--- config.mk ---
export PLATFORM = sky130hd
export DESIGN_NAME = traffic_phase_scheduler
export DESIGN_NICKNAME = d
export VERILOG_FILES = /design/src/rtl/traffic_phase_scheduler.sv
export SDC_FILE = /design/constraint.sdc
export NUM_CORES = 1
export LEC_CHECK = 0
export CORE_UTILIZATION = 40
export CTS_BUF_LIST = sky130_fd_sc_hd__clkbuf_4
export CTS_CLUSTER_DIAMETER = 80
export DETAILED_ROUTE_END_ITERATION = 8
export GPL_TIMING_DRIVEN = 0
export PLACE_DENSITY_LB_ADDON = 0.12
export SKIP_CTS_REPAIR_TIMING = 1
export SYNTH_ARGS = -nofsm -noshare
export SYNTH_HDL_FRONTEND = slang
export SYNTH_SLANG_ARGS = --single-unit
--- constraint.sdc ---
create_clock -name clk -period 12.5 [get_ports clk]
set_input_delay 3.125 -clock clk [delete_from_list [all_inputs] [get_ports clk]]
set_output_delay 3.125 -clock clk [all_outputs]
set_load 0.005 [all_outputs]
--- src/rtl/traffic_phase_scheduler.sv ---
// Eight-phase traffic signal sequencer: demand/recall driven phase rotation with
// programmable green lengths, pedestrian walk service and emergency preemption.
module traffic_phase_scheduler #(
    parameter int          TICK_DIV      = 50000000,
    parameter int          YELLOW_TICKS  = 3,
    parameter int          ALLRED_TICKS  = 1,
    parameter int          DEFAULT_GREEN = 10,
    parameter logic [7:0]  RECALL_MASK   = 8'hFF
) (
    input  logic       clk,
    input  logic       reset,
    input  logic       cfg_we,
    input  logic [2:0] cfg_addr,
    input  logic [7:0] cfg_data,
    input  logic [7:0] veh_req,
    input  logic [3:0] ped_req,
    input  logic       preempt_req,
    input  logic [2:0] preempt_phase,
    output logic [2:0] phase,
    output logic [1:0] interval,
    output logic [7:0] remaining,
    output logic [3:0] walk,
    output logic       preempt_ack,
    output logic       phase_start
);

    typedef enum logic [1:0] {
        S_GREEN   = 2'b00,
        S_YELLOW  = 2'b01,
        S_ALLRED  = 2'b10,
        S_PREEMPT = 2'b11
    } state_t;

    localparam int          PW        = (TICK_DIV > 1) ? $clog2(TICK_DIV) : 1;
    localparam logic [PW-1:0] PRESC_MAX = PW'(TICK_DIV - 1);
    localparam logic [7:0]  YEL_LEN   = (YELLOW_TICKS == 0) ? 8'd1 : 8'(YELLOW_TICKS);
    localparam logic [7:0]  AR_LEN    = (ALLRED_TICKS == 0) ? 8'd1 : 8'(ALLRED_TICKS);
    localparam logic [7:0]  DG_VAL    = 8'(DEFAULT_GREEN);

    state_t          state_q, state_d;
    logic [2:0]      phase_q, phase_d;
    logic [7:0]      rem_q, rem_d;
    logic [PW-1:0]   presc_q, presc_d;
    logic [2:0]      nxt_q, nxt_d;
    logic            pre_pend_q, pre_pend_d;
    logic [2:0]      pre_phase_q, pre_phase_d;
    logic [7:0]      veh_pend_q, veh_pend_d;
    logic [3:0]      ped_pend_q, ped_pend_d;
    logic [3:0]      walk_q, walk_d;
    logic            phase_start_q, phase_start_d;
    logic [7:0]      table_q [8];

    logic            tick;
    logic            green_entry;
    logic [3:0]      ped_hit;
    logic [7:0]      cand;
    logic [3:0]      pick_after;
    logic [3:0]      pick_from_nxt;
    logic [2:0]      green_ph;
    logic [2:0]      pre_tgt;
    logic            pre_any;

    // Zero-length intervals would never end on a tick, so they run one tick.
    function automatic logic [7:0] fix_len(input logic [7:0] v);
        return (v == 8'd0) ? 8'd1 : v;
    endfunction

    // First qualifying phase at start, start+1, ... (wrapping); bit 3 = found.
    function automatic logic [3:0] pick(input logic [7:0] c, input logic [2:0] start);
        logic [3:0] r;
        logic [2:0] idx;
        r = 4'b0000;
        for (int k = 7; k >= 0; k--) begin
            idx = start + 3'(k);
            if (c[idx]) r = {1'b1, idx};
        end
        return r;
    endfunction

    generate
        for (genvar gi = 0; gi < 8; gi++) begin : g_table
            always_ff @(posedge clk or posedge reset) begin
                if (reset)
                    table_q[gi] <= DG_VAL;
                else if (cfg_we && cfg_addr == 3'(gi))
                    table_q[gi] <= cfg_data;
            end
        end
    endgenerate

    assign tick          = (presc_q == PRESC_MAX);
    assign cand          = veh_pend_q | RECALL_MASK;
    assign pick_after    = pick(cand, phase_q + 3'd1);
    assign pick_from_nxt = pick(cand, nxt_q);
    assign green_ph      = pick_from_nxt[3] ? pick_from_nxt[2:0] : phase_q;
    assign pre_any       = pre_pend_q | preempt_req;
    assign pre_tgt       = pre_pend_q ? pre_phase_q : preempt_phase;

    // State register
    always_ff @(posedge clk or posedge reset) begin
        if (reset) begin
            state_q       <= S_ALLRED;
            phase_q       <= 3'd0;
            rem_q         <= AR_LEN;
            presc_q       <= '0;
            nxt_q         <= 3'd0;
            pre_pend_q    <= 1'b0;
            pre_phase_q   <= 3'd0;
            veh_pend_q    <= 8'd0;
            ped_pend_q    <= 4'd0;
            walk_q        <= 4'd0;
            phase_start_q <= 1'b0;
        end else begin
            state_q       <= state_d;
            phase_q       <= phase_d;
            rem_q         <= rem_d;
            presc_q       <= presc_d;
            nxt_q         <= nxt_d;
            pre_pend_q    <= pre_pend_d;
            pre_phase_q   <= pre_phase_d;
            veh_pend_q    <= veh_pend_d;
            ped_pend_q    <= ped_pend_d;
            walk_q        <= walk_d;
            phase_start_q <= phase_start_d;
        end
    end

    // Next-state logic
    always_comb begin
        state_d       = state_q;
        phase_d       = phase_q;
        rem_d         = rem_q;
        presc_d       = tick ? '0 : presc_q + 1'b1;
        nxt_d         = nxt_q;
        pre_pend_d    = pre_pend_q;
        pre_phase_d   = pre_phase_q;
        green_entry   = 1'b0;
        phase_start_d = 1'b0;

        // Target phase is captured once, when the request is first seen.
        if (preempt_req && !pre_pend_q && state_q != S_PREEMPT) begin
            pre_pend_d  = 1'b1;
            pre_phase_d = preempt_phase;
        end

        if (tick && rem_q > 8'd1)
            rem_d = rem_q - 8'd1;

        unique case (state_q)
            S_GREEN: begin
                if (preempt_req) begin
                    if (preempt_phase == phase_q) begin
                        state_d       = S_PREEMPT;
                        phase_d       = preempt_phase;
                        rem_d         = 8'd0;
                        presc_d       = '0;
                        pre_pend_d    = 1'b0;
                        phase_start_d = 1'b1;
                    end else begin
                        state_d = S_YELLOW;
                        rem_d   = YEL_LEN;
                        presc_d = '0;
                    end
                end else if (tick && rem_q == 8'd1) begin
                    if (!pick_after[3]) begin
                        rem_d = 8'd1;
                    end else if (pick_after[2:0] == phase_q) begin
                        rem_d         = fix_len(table_q[phase_q]);
                        presc_d       = '0;
                        green_entry   = 1'b1;
                        phase_start_d = 1'b1;
                    end else begin
                        state_d = S_YELLOW;
                        nxt_d   = pick_after[2:0];
                        rem_d   = YEL_LEN;
                        presc_d = '0;
                    end
                end
            end
            S_YELLOW: begin
                if (tick && rem_q == 8'd1) begin
                    state_d = S_ALLRED;
                    rem_d   = AR_LEN;
                    presc_d = '0;
                end
            end
            S_ALLRED: begin
                if (tick && rem_q == 8'd1) begin
                    presc_d       = '0;
                    phase_start_d = 1'b1;
                    if (pre_any) begin
                        state_d    = S_PREEMPT;
                        phase_d    = pre_tgt;
                        rem_d      = 8'd0;
                        pre_pend_d = 1'b0;
                    end else begin
                        state_d     = S_GREEN;
                        phase_d     = green_ph;
                        rem_d       = fix_len(table_q[green_ph]);
                        green_entry = 1'b1;
                    end
                end
            end
            S_PREEMPT: begin
                presc_d = '0;
                rem_d   = 8'd0;
                if (!preempt_req) begin
                    state_d = S_YELLOW;
                    rem_d   = YEL_LEN;
                    nxt_d   = phase_q + 3'd1;
                end
            end
            default: ;
        endcase
    end

    // Set-and-clear in the entry cycle leaves the pending bit clear.
    assign veh_pend_d = (veh_pend_q | veh_req) &
                        ~(green_entry ? (8'b1 << phase_d) : 8'b0);

    generate
        for (genvar gi = 0; gi < 4; gi++) begin : g_ped
            assign ped_hit[gi]    = green_entry && (phase_d == 3'(2 * gi));
            assign ped_pend_d[gi] = ped_hit[gi] ? 1'b0 : (ped_pend_q[gi] | ped_req[gi]);
            assign walk_d[gi]     = ped_hit[gi] ? (ped_pend_q[gi] | ped_req[gi])
                                                : (state_d == S_GREEN && walk_q[gi]);
        end
    endgenerate

    // Output logic
    always_comb begin
        phase       = phase_q;
        interval    = state_q;
        remaining   = rem_q;
        walk        = walk_q;
        preempt_ack = (state_q == S_PREEMPT);
        phase_start = phase_start_q;
    end

endmodule

Word level (Yosys, flattened, before mapping)
Memory sizes are Yosys's and may differ from the RTL's.
Index checks and enable logic that the tools add are counted.
{ "totals": {"output_inout_bits": 19, "memories": 16, "register_bits": 119, "input_bits": 30, "romBits": 128} }
{ "classes": {"muxes": 105, "reduce_logical": 30, "n_bitwise": 7, "magnitude_cmp": 19, "n_eq_ne": 23, "addsub": 17} }
{ "memory_table": {"columns": ["name", "words", "width", "read_ports", "rd_ports_with_merged_regs", "wr", "line", "rtl"], "rows": [
  ["(no name shown)", 8, 1, 1, 0, 0, "75", "if (c[idx]) r = {1'b1, idx};"],
  ["(no name shown)", 8, 1, 1, 0, 0, "75", null],
  ["(no name shown)", 8, 1, 1, 0, 0, "75", null],
  ["(no name shown)", 8, 1, 1, 0, 0, "75", null],
  ["(no name shown)", 8, 1, 1, 0, 0, "75", null],
  ["(no name shown)", 8, 1, 1, 0, 0, "75", null],
  ["10 more memories", null, null, null, null, null, null, null]
]} }
{ "ops": {"columns": ["operator", "n"], "rows": [
  ["$mux W26", 5],
  ["$mux W8", 14],
  ["$pmux W26 S3", 1],
  ["$lt A3 B4 Y1 const B", 16],
  ["$mux W4", 16],
  ["$bmux W8 S3", 2],
  ["$mux W1", 38],
  ["$mux W3", 11],
  ["$pmux W8 S4", 1],
  ["$add A26 B1 Y26 const B", 1],
  ["$eq A26 B26 Y1 const B", 1],
  ["$add A3 B3 Y3 const B", 8],
  ["$mux W2", 11],
  ["$logic_and A1 B1 Y1", 20],
  ["$eq A3 B3 Y1 const B", 6],
  ["$logic_not A8 Y1", 2],
  ["$add A3 B2 Y3 const B", 4],
  ["$ne A2 B2 Y1 const B", 6],
  ["$pmux W3 S2", 2],
  ["$add A3 B1 Y3 const B", 3],
  ["$eq A3 B2 Y1 const B", 3],
  ["$eq A8 B1 Y1 const B", 1],
  ["$ge A4 B4 Y1 const B", 2],
  ["$gt A8 B1 Y1 const B", 1],
  ["15 further kinds", 26]
]} }

Depth between registers and ports, before layout
Gate-level depths: netlist (run 1).
{ "logic_depth": {"depth_word": 21, "ltp_mapped": 9} }

Worst setup path after synthesis (run 1)
No wires, ideal clock.
{ "synth_path": {"kind": "input to register", "from": "input port cfg_we", "to": "register table_q[24] in the netlist's numbering", "cell_stages": 4, "slack_ps": 8016, "n_path_buf": 1, "required_time_ps": 12375, "arrival_ps": 4359, "cell_sequence": "clkbuf_1 > nand2_1 > nor3_1 > mux2_2"} }
{ "synth_via": {"elab_chain_cells": 1} }
{ "synth_rtl": {"columns": ["element", "line", "rtl"], "rows": [
  ["start: declaration", "12", "input logic cfg_we,"],
  ["$logic_and A1 B1 Y1", "85", "else if (cfg_we && cfg_addr == 3'(gi))"],
  ["end signal: indexed assignment", "86", "table_q[gi] <= cfg_data;"],
  ["end: declaration", "51", "logic [7:0] table_q [8];"]
]} }
Every way passes these cells.
A chain may end at the register's enable or synchronous reset.

Worst setup path in the final report (run 1)
{ "layout_path": {"from": "register state_q[1], in the netlist interval[1]", "to": "output port preempt_ack"} }
{ "layout_via": {"elab_chain_cells": 1} }
{ "layout_rtl": {"columns": ["element", "line", "rtl"], "rows": [
  ["start: declaration", "40", "state_t state_q, state_d;"],
  ["start signal: assignment", "114", "state_q <= state_d;"],
  ["$eq A2 B2 Y1", "236", "preempt_ack = (state_q == S_PREEMPT);"],
  ["end: declaration", "23", "output logic preempt_ack,"]
]} }
Every way passes these cells.

==> results, run 1 <==
- The initial antenna violation count is 0.
- The total negative slack is 0 ns.
- Of the total power, the share spent switching nets is 0.3000.
- For this block, the initial DRC count from the detailed router was 215.
- The share of the Yosys chip area taken by registers is 0.4969.
- The cell family contributing the most delay on the critical path is flip-flops.
- The fraction of the mapped netlist area in adder cells is 0.01658.
- The number of top-level design ports is 49.
- In the global route stage, overall resource usage came out at 0.1890.
- Entering global routing, the biggest net connects 92 pins.
- During synthesis, Yosys emitted a total of 0 warnings.
- The count of buffers inserted at the top-level ports is 36.
- The flop and latch count out of synthesis is 119.
- CTS saw 119 sinks.
- The overall die width is 124.9 um.
- The xor/xnor cell area share of the yosys netlist is 0.04642.
- The mux share of post-synthesis cell area is 0.2087.
- The reported max-cap violation count is 0.
- The signal arrival time at the worst endpoint is 2.02 ns.
- The area fraction in compound gates after synthesis is 0.06797.
- For this run, the leading register cell type out of synthesis is dfrtp_1.
- The checks that failed: DRC.
- The maximum fanout along the worst path is 8.
- The minimum period implied by the final worst setup slack is 5.144 ns.
- The ratio of final minimum period to clock period is 0.4115.
- Global routing finished with a remaining overflow of 0.
- The clock group share of total power is 0.313.
- At the pin with the least slew margin, the transition time is 0.9270 ns.
- The combinational cell fraction of total power is 0.249.
- The largest family of logic cells by synthesized area is multiplexers.
- The first global-routing pass estimated 22.89 mm of wire.
- The number of setup violations in the final report is 0.
- Dividing the detail-routed wire length by the instance count gives 17.80 um.
- In this run the power density over the cells is 161.6 mW/mm2.
- The post-placement setup slack is 6.966 ns.
- The source-to-sink clock delay at the later pin of the worst-skew pair is 0.53 ns.
- STA classifies the critical path endpoint as a primary output.
- The startpoint type of the worst setup path is a register.
- The floorplan has 44 rows.
- Once detail routing completed, the nets flagged for antenna violations numbered 0.
- The mapped netlist covers 0.006038 mm2.
- The worst pin sits at a relative slew slack of 0.3793.
- CTS placed an instance of clkbuf_4 at the clock tree root.
- The flow ran to the end, but the final reports show violations.
- The clock skew after layout is 0.01378 ns.
- When the netlist entered floorplanning its net count stood at 545.
- Based on the critical path, the design can be clocked at up to 194.4 MHz.
- TritonCTS built the clock tree.
- Sorting the synthesized cells by area gives the leading types as dfrtp_1 42%, mux2_2 15%, dfstp_2 7.8%.
- The aggregate routed wire length is 13.54 mm.
- The number of remaining DRC errors is 4.
- The cell type with the largest total area after synthesis is dfrtp_1.
- The critical path is of the register to primary output type.
- The leakage power total is 2.897 nW.
- The total via count in the routed design is 4145.
- The design internal power is 796.1 uW.
- Yosys mapped a number of flops with a built-in enable equal to 0.
- The starting utilization of the core area is 0.4123.
- The share of total power dissipated in sequential elements is 0.438.
- In this run the standard cell core region covers 0.01464 mm2.
- The via count of the first global-routing pass is 4395.
- In the post-synthesis netlist, the cell with the most instances is dfrtp_1.
- At the end of routability-driven placement, the weighted congestion stood at 0.8012.
- The switching power of the nets is 341.1 uW.
- The H-tree was split into 4 levels.
- The required time at the endpoint of the critical path is 9.38 ns.
- The register clock-pin slew on the reported worst setup and hold paths is 0.10 ns.
- The HPWL after detailed placement is 9.646 mm.
- The share of post-route cells with drive strength above 1 is 0.2912.
- The post-synthesis cell type count is 62.
- The number of max-slew violations in the final report was 0.
- The tightest min-delay check is of the register to register type.
- The number of buffers and inverters on the critical path is 1.
- In the synthesized netlist, the number of instances is 507.
- The number of clock buffers added by TritonCTS is 17.
- The average via count per standard cell is 5.447.
- Setup slack on the critical path of the routed design comes to 7.356 ns.
- Dividing the synthesized area by the synthesized cell count gives 11.91 um2.
- By count the netlist is led by 101 x dfrtp_1, 81 x mux2_2, 55 x nor2_1.
- The critical-path cell with the highest stage delay is dfstp_2.
- The top cell type's share of synthesized area is 0.4186.
- Of the total synthesized cell area, the portion taken by AND, OR, NAND and NOR gates is 0.1446.
- Setup repair after global routing left no endpoint under its margin.
- The final hold violation count is 0.
- The die is 124.9 um tall.
- The first-pass iteration count of the detailed router is 6.
- The die area is 0.01559 mm2.
- The critical path goes through ha_1 > clkdlybuf4s50_1.
- At the end of the flow, the number of nets in the layout was 602.
- The maximum buffer depth of the clock tree is 2.
- The growth of design area from synthesis to finish is 16.56%.
- The worst IR drop on VDD is 0.08589 mV.
- The stage delay of the slowest cell on the critical path is 0.60 ns.
- For this run, asynchronously set or reset flops after synthesis account for 1.000.
- The repair_antennas step left the layout with diodes totalling 0.
cells by family (layout without fill, tap and decap cells):
kind of cell,after synthesis,count (layout)
flip-flops,119,119
adder cells (fa/ha/maj),8,8
AO/OA/AOI/OAI,56,56
XOR/XNOR,32,32
AND/OR/NAND/NOR,162,162
multiplexers,102,102
buffers and inverters,28,98
metal layers:
| layer | wire length (um) | part of all wire | track usage |
|---|---|---|---|
| met1 | 6255 | 0.46 | 0.2396 |
| met2 | 6711 | 0.50 | 0.3179 |
| met3 | 422 | 0.031 | 0.04897 |
| met4 | 155 | 0.011 | 0.05524 |
| met5 | 0 | 0 | 0 |
power groups by stage:
stage / combinational, mW / sequential [mW] / clock (mW)
after floorplan: 0.212 / 0.491 / 0
after global placement: 0.280 / 0.501 / 0
after detailed placement: 0.286 / 0.506 / 0
after CTS: 0.288 / 0.498 / 0.364
after global routing: 0.316 / 0.507 / 0.380
final: 0.284 / 0.498 / 0.355
worst paths after layout:
| check | startpoint | endpoint | slack [ns] | cells after the start |
|---|---|---|---|---|
| min | ped_pend_q[1]$_DFF_PP0_ | ped_pend_q[1]$_DFF_PP0_ | 0.49 | 1 |
| min in group asynchronous | reset | table_q[62]$_DFFE_PP0P_ | 2.92 | 2 |
| max reg2reg | interval[0]$_DFF_PP0_ | presc_q[14]$_DFF_PP0_ | 9.79 | 9 |
| min reg2reg | ped_pend_q[1]$_DFF_PP0_ | ped_pend_q[1]$_DFF_PP0_ | 0.49 | 1 |
| max | interval[1]$_DFF_PP1_ | preempt_ack | 7.36 | 2 |
| max in group asynchronous | reset | interval[1]$_DFF_PP1_ | 8.82 | 3 |
cell usage in the layout (no fill, tap or decap), drive strengths merged, types with 5 or more instances in the layout:
master,netlist,final
a21oi,9,9
and2,7,7
and3,8,8
buf,6,8
bufinv,0,6
clkbuf,13,32
clkdlybuf4s50,0,36
dfrtp,101,101
dfstp,18,18
ha,8,8
inv,9,10
mux2,81,81
mux2i,10,10
mux4,11,11
nand2,27,27
nand3,11,11
nand4,10,10
nand4b,5,5
nor2,55,55
nor2b,5,5
nor3,9,9
nor4,7,7
o21ai,8,8
o22ai,8,8
xnor2,12,12
xor2,20,20
registers in the layout, summed over array words and instances, names as in the netlist, 2 cells and up:
name	flops
walk	4
ped_pend_q	4
table_q	64
nxt_q	3
pre_phase_q	3
phase	3
remaining	8
interval	2
presc_q	26
through the flow:
step / utilization / area [um2] / hold WS, ns / power, mW / instances
6_report: 0.4806 / 7038 / 0.4930 / 1.137 / 761
5_1_grt: 0.4806 / 7038 / 0.5236 / 1.204 / 761
4_1_cts: 0.4806 / 7038 / 0.4954 / 1.150 / 761
3_5_place_dp: 0.4554 / 6669 / 0.4726 / 0.7921 / 729
3_3_place_gp: 0.4527 / 6629 / 0.4624 / 0.7808 / 727
2_1_floorplan: - / 6038 / 0.4329 / 0.7032 / 507
final cells by class:
type / instances / area [um2]
clock inverters: 13 / 226.5
repair buffers: 38 / 395.4
well taps: 184 / 230.2
clock buffers: 19 / 142.6
plain buffers: 19 / 80.08
inverters: 9 / 38.79
fillers: 1330 / 7606
multi-input cells: 360 / 2924
flip-flops and latches: 119 / 3000
Note: power is estimated with default switching activity, not from simulation.
==> inputs of run 2 (changes only) <==
==> constraint.sdc (replaced) <==
create_clock -name clk -period 4.5 [get_ports clk]
set_input_delay 1.125 -clock clk [delete_from_list [all_inputs] [get_ports clk]]
set_output_delay 1.125 -clock clk [all_outputs]
set_load 0.005 [all_outputs]
==> results of run 2 <==
Same layout as run 1 (identical final DEF). Status: complete, but fails checks: DRC.
Among the figures that moved: setup slack after placement 6.966 ns -> 0.9665 ns; setup slack after layout 7.356 ns -> 1.356 ns; register-to-register setup slack 9.79 ns -> 1.79 ns; total power 1.137 mW -> 3.159 mW; worst IR drop on VDD 0.08589 mV -> 0.2386 mV
==> inputs of run 3 (changes only) <==
==> constraint.sdc (replaced) <==
create_clock -name clk -period 2.6 [get_ports clk]
set_input_delay 0.65 -clock clk [delete_from_list [all_inputs] [get_ports clk]]
set_output_delay 0.65 -clock clk [all_outputs]
set_load 0.005 [all_outputs]
==> run 3 against run 2 <==
Compared with the run above:
- the flow still finishes with violations (DRC)
- first-iteration DRC count down 12%
- via count decreased by 0.29%
- core utilization up 0.11 points
- final area grew 0.23%
- total power is 68% higher
- combinational power rose by 78%
- die area unchanged
- largest power group unchanged
==> results, run 3 (synthesis results as in run 1) <==
- The run finished, with violations left.
- The wire length of the first global-routing pass is 22.89 mm.
- Timing analysis after detailed placement gives a worst setup slack of -0.4573 ns.
- In this run the horizontal extent of the chip is 124.9 um.
- The total track usage is 0.1903.
- For flop-to-flop paths, the worst setup slack is 0.22 ns.
- The starting utilization of the core area is 0.4123.
- The tool flagged a number of max-cap violations equal to 0.
- Walking the worst path, the cells encountered are ha_4 > clkdlybuf4s50_1.
- The type of the worst min-delay path is register to register.
- The category of the critical setup timing path is register to primary output.
- Dividing the final minimum period by the clock period gives 0.9645.
- The stage delay of the slowest cell on the critical path is 0.61 ns.
- In this run the clock root is driven by a clkbuf_4.
- The worst setup path is launched from a register.
- The smallest clock period supported by the final layout is computed as 2.508 ns.
- The number of max-slew violations in the final report was 0.
- The remaining max-slew budget at the tightest pin is 0.3733.
- The maximum frequency from static timing analysis is 398.8 MHz.
- Counting instances, the worst hold path has a depth of 1.
- Counting every sink on the clock net gives 119.
- The final hold violation count is 0.
- The register clock-pin slew on the reported worst setup and hold paths is 0.10 ns.
- The count of buffers inserted at the top-level ports is 36.
- For this design the ratio of total power to cell area is 750.7 mW/mm2.
- The worst-case reg-to-reg path depth is 7.
- The average via count per standard cell is 5.410.
- The number of setup violations in the final report is 0.
- At the end of the flow the core is filled with cells to 0.4817.
- VDD sags by at most 0.3523 mV.
- Entering global routing, the biggest net connects 35 pins.
- The register containing the most flip-flops in the final layout is table_q.
- The maximum fanout along the worst path is 8.
- Counting along the longest clock path gives a buffer depth of 2.
- The die area is 0.01559 mm2.
- The required time at the endpoint of the critical path is 1.95 ns.
- For this block, the via count after detailed routing is 4133.
- The TritonCTS clock tree is done.
- The initial antenna violation count is 1.
- In the layout the commonest cells are 101 x dfrtp_1, 81 x mux2_2, 55 x nor2_1.
- The placeable core region is 0.01464 mm2.
- Setup repair after global routing left no endpoint under its margin.
- The final worst setup slack is 0.09221 ns.
- The slew of the pin with the lowest slew margin is 0.9359 ns.
- The startpoint identified for the worst hold timing path is presc_q[0]$_DFF_PP0_.
- The count of nets left with antenna violations once routing finished came out at 0.
- The congestion estimate from routability-driven global placement came to 0.8209.
- The commonest non-fill, non-tap cell in the layout is dfrtp_1.
- Summed over all layers, the routed wires come to 13.48 mm.
- STA classifies the critical path endpoint as a primary output.
- Before antenna repair, the detailed router went through 8 iterations.
- The critical-path cell with the highest stage delay is dfstp_2.
- The layout has 1320 filler cells.
- The growth of design area from synthesis to finish is 16.83%.
- In this design, the largest share of critical-path delay is due to flip-flops.
- The number of DRC markers in iteration 0 is 190.
- Summed over all layers, the global routing overflow is 0.
- The number of top-level design ports is 49.
- The worst register-to-register path ends at remaining[0]$_DFF_PP1_.
- TritonCTS created 17 clock buffers.
- The number of flip-flops under the largest register name is 64.
- The leakage power total is 2.900 nW.
- The via count of the first global-routing pass came to 4292.
- Together, buffers and inverters on the worst path number 1.
- The source-to-sink clock delay at the later pin of the worst-skew pair is 0.55 ns.
- The share of post-route cells with drive strength above 1 is 0.3057.
- Data arrives at the worst endpoint at 1.86 ns.
- In this run the critical register-to-register path is launched from nxt_q[0]$_DFFE_PP0P_.
- The number of remaining DRC errors is 4.
- The depth of the CTS H-tree is 4.
- The final HPWL from detailed placement is 9.678 mm.
- The final layout contains 604 nets.
- The count of standard-cell rows is 44.
- The clock skew after layout is 0.01792 ns.
- In the final routed layout, each cell accounts on average for 17.64 um.
- The checks that failed: DRC.
- The die height is 124.9 um.
- The path with the worst hold slack has its endpoint at presc_q[0]$_DFF_PP0_.
[run 3: cell count changes in the layout (fill, tap and decap cells not counted), moves of 2 or more]
cell,before,now
buf_12,0,3
bufinv_16,6,4
clkbuf_1,13,9
clkbuf_2,0,5
[run 3: layout make-up]
class | instances | area (um2) | area share
diodes | 1 | 2.502 | 0.0003547
clock inverters | 13 | 178.9 | 0.02536
plain buffers | 19 | 88.84 | 0.01259
flip-flops and latches | 119 | 3000 | 0.4253
repair buffers | 40 | 427.9 | 0.06066
well taps | 184 | 230.2 | 0.03264
multi-input cells | 360 | 2945 | 0.4175
clock buffers | 19 | 142.6 | 0.02022
inverters | 9 | 37.54 | 0.005321
[run 3: metal layers]
| metal | up-vias | track usage | share of wire |
|---|---|---|---|
| met5 | - | 0 | 0 |
| met4 | 0 | 0.05882 | 0.013 |
| met3 | 11 | 0.04725 | 0.028 |
| met2 | 54 | 0.3113 | 0.49 |
| met1 | 2109 | 0.2486 | 0.47 |
| li1 | 1959 | - | - |
[run 3: power by group]
part	internal, mW	total [mW]	switching (mW)
combinational	0.682	1.40	0.715
sequential	2.19	2.39	0.201
clock	0.780	1.50	0.725
[run 3: worst max path at each step]
| stage | from | endpoint | depth (start not counted) |
|---|---|---|---|
| global route | interval[1]$_DFF_PP1_ | preempt_ack | 2 |
| detailed placement | preempt_req | presc_q[4]$_DFF_PP0_ | 8 |
| floorplan | interval[0]$_DFF_PP0_ | presc_q[16]$_DFF_PP0_ | 9 |
| global placement | reset | ped_pend_q[3]$_DFF_PP0_ | 2 |
| CTS | interval[0]$_DFF_PP0_ | presc_q[4]$_DFF_PP0_ | 9 |
| finish | interval[1]$_DFF_PP1_ | preempt_ack | 2 |
[run 3: metrics by stage]
stage                     cell area, um2  hold WS [ns]  cells  total power, mW  TNS [ns]
after floorplan                     6042        0.4329    507            3.381         0
after global placement              6633        0.4614    727            3.753    -76.64
after detailed placement            6700        0.4715    731            3.810    -10.39
after CTS                           7022        0.4925    763            5.328    -3.093
after global routing                7054        0.5066    764            5.650         0
final                               7054        0.4836    764            5.295         0
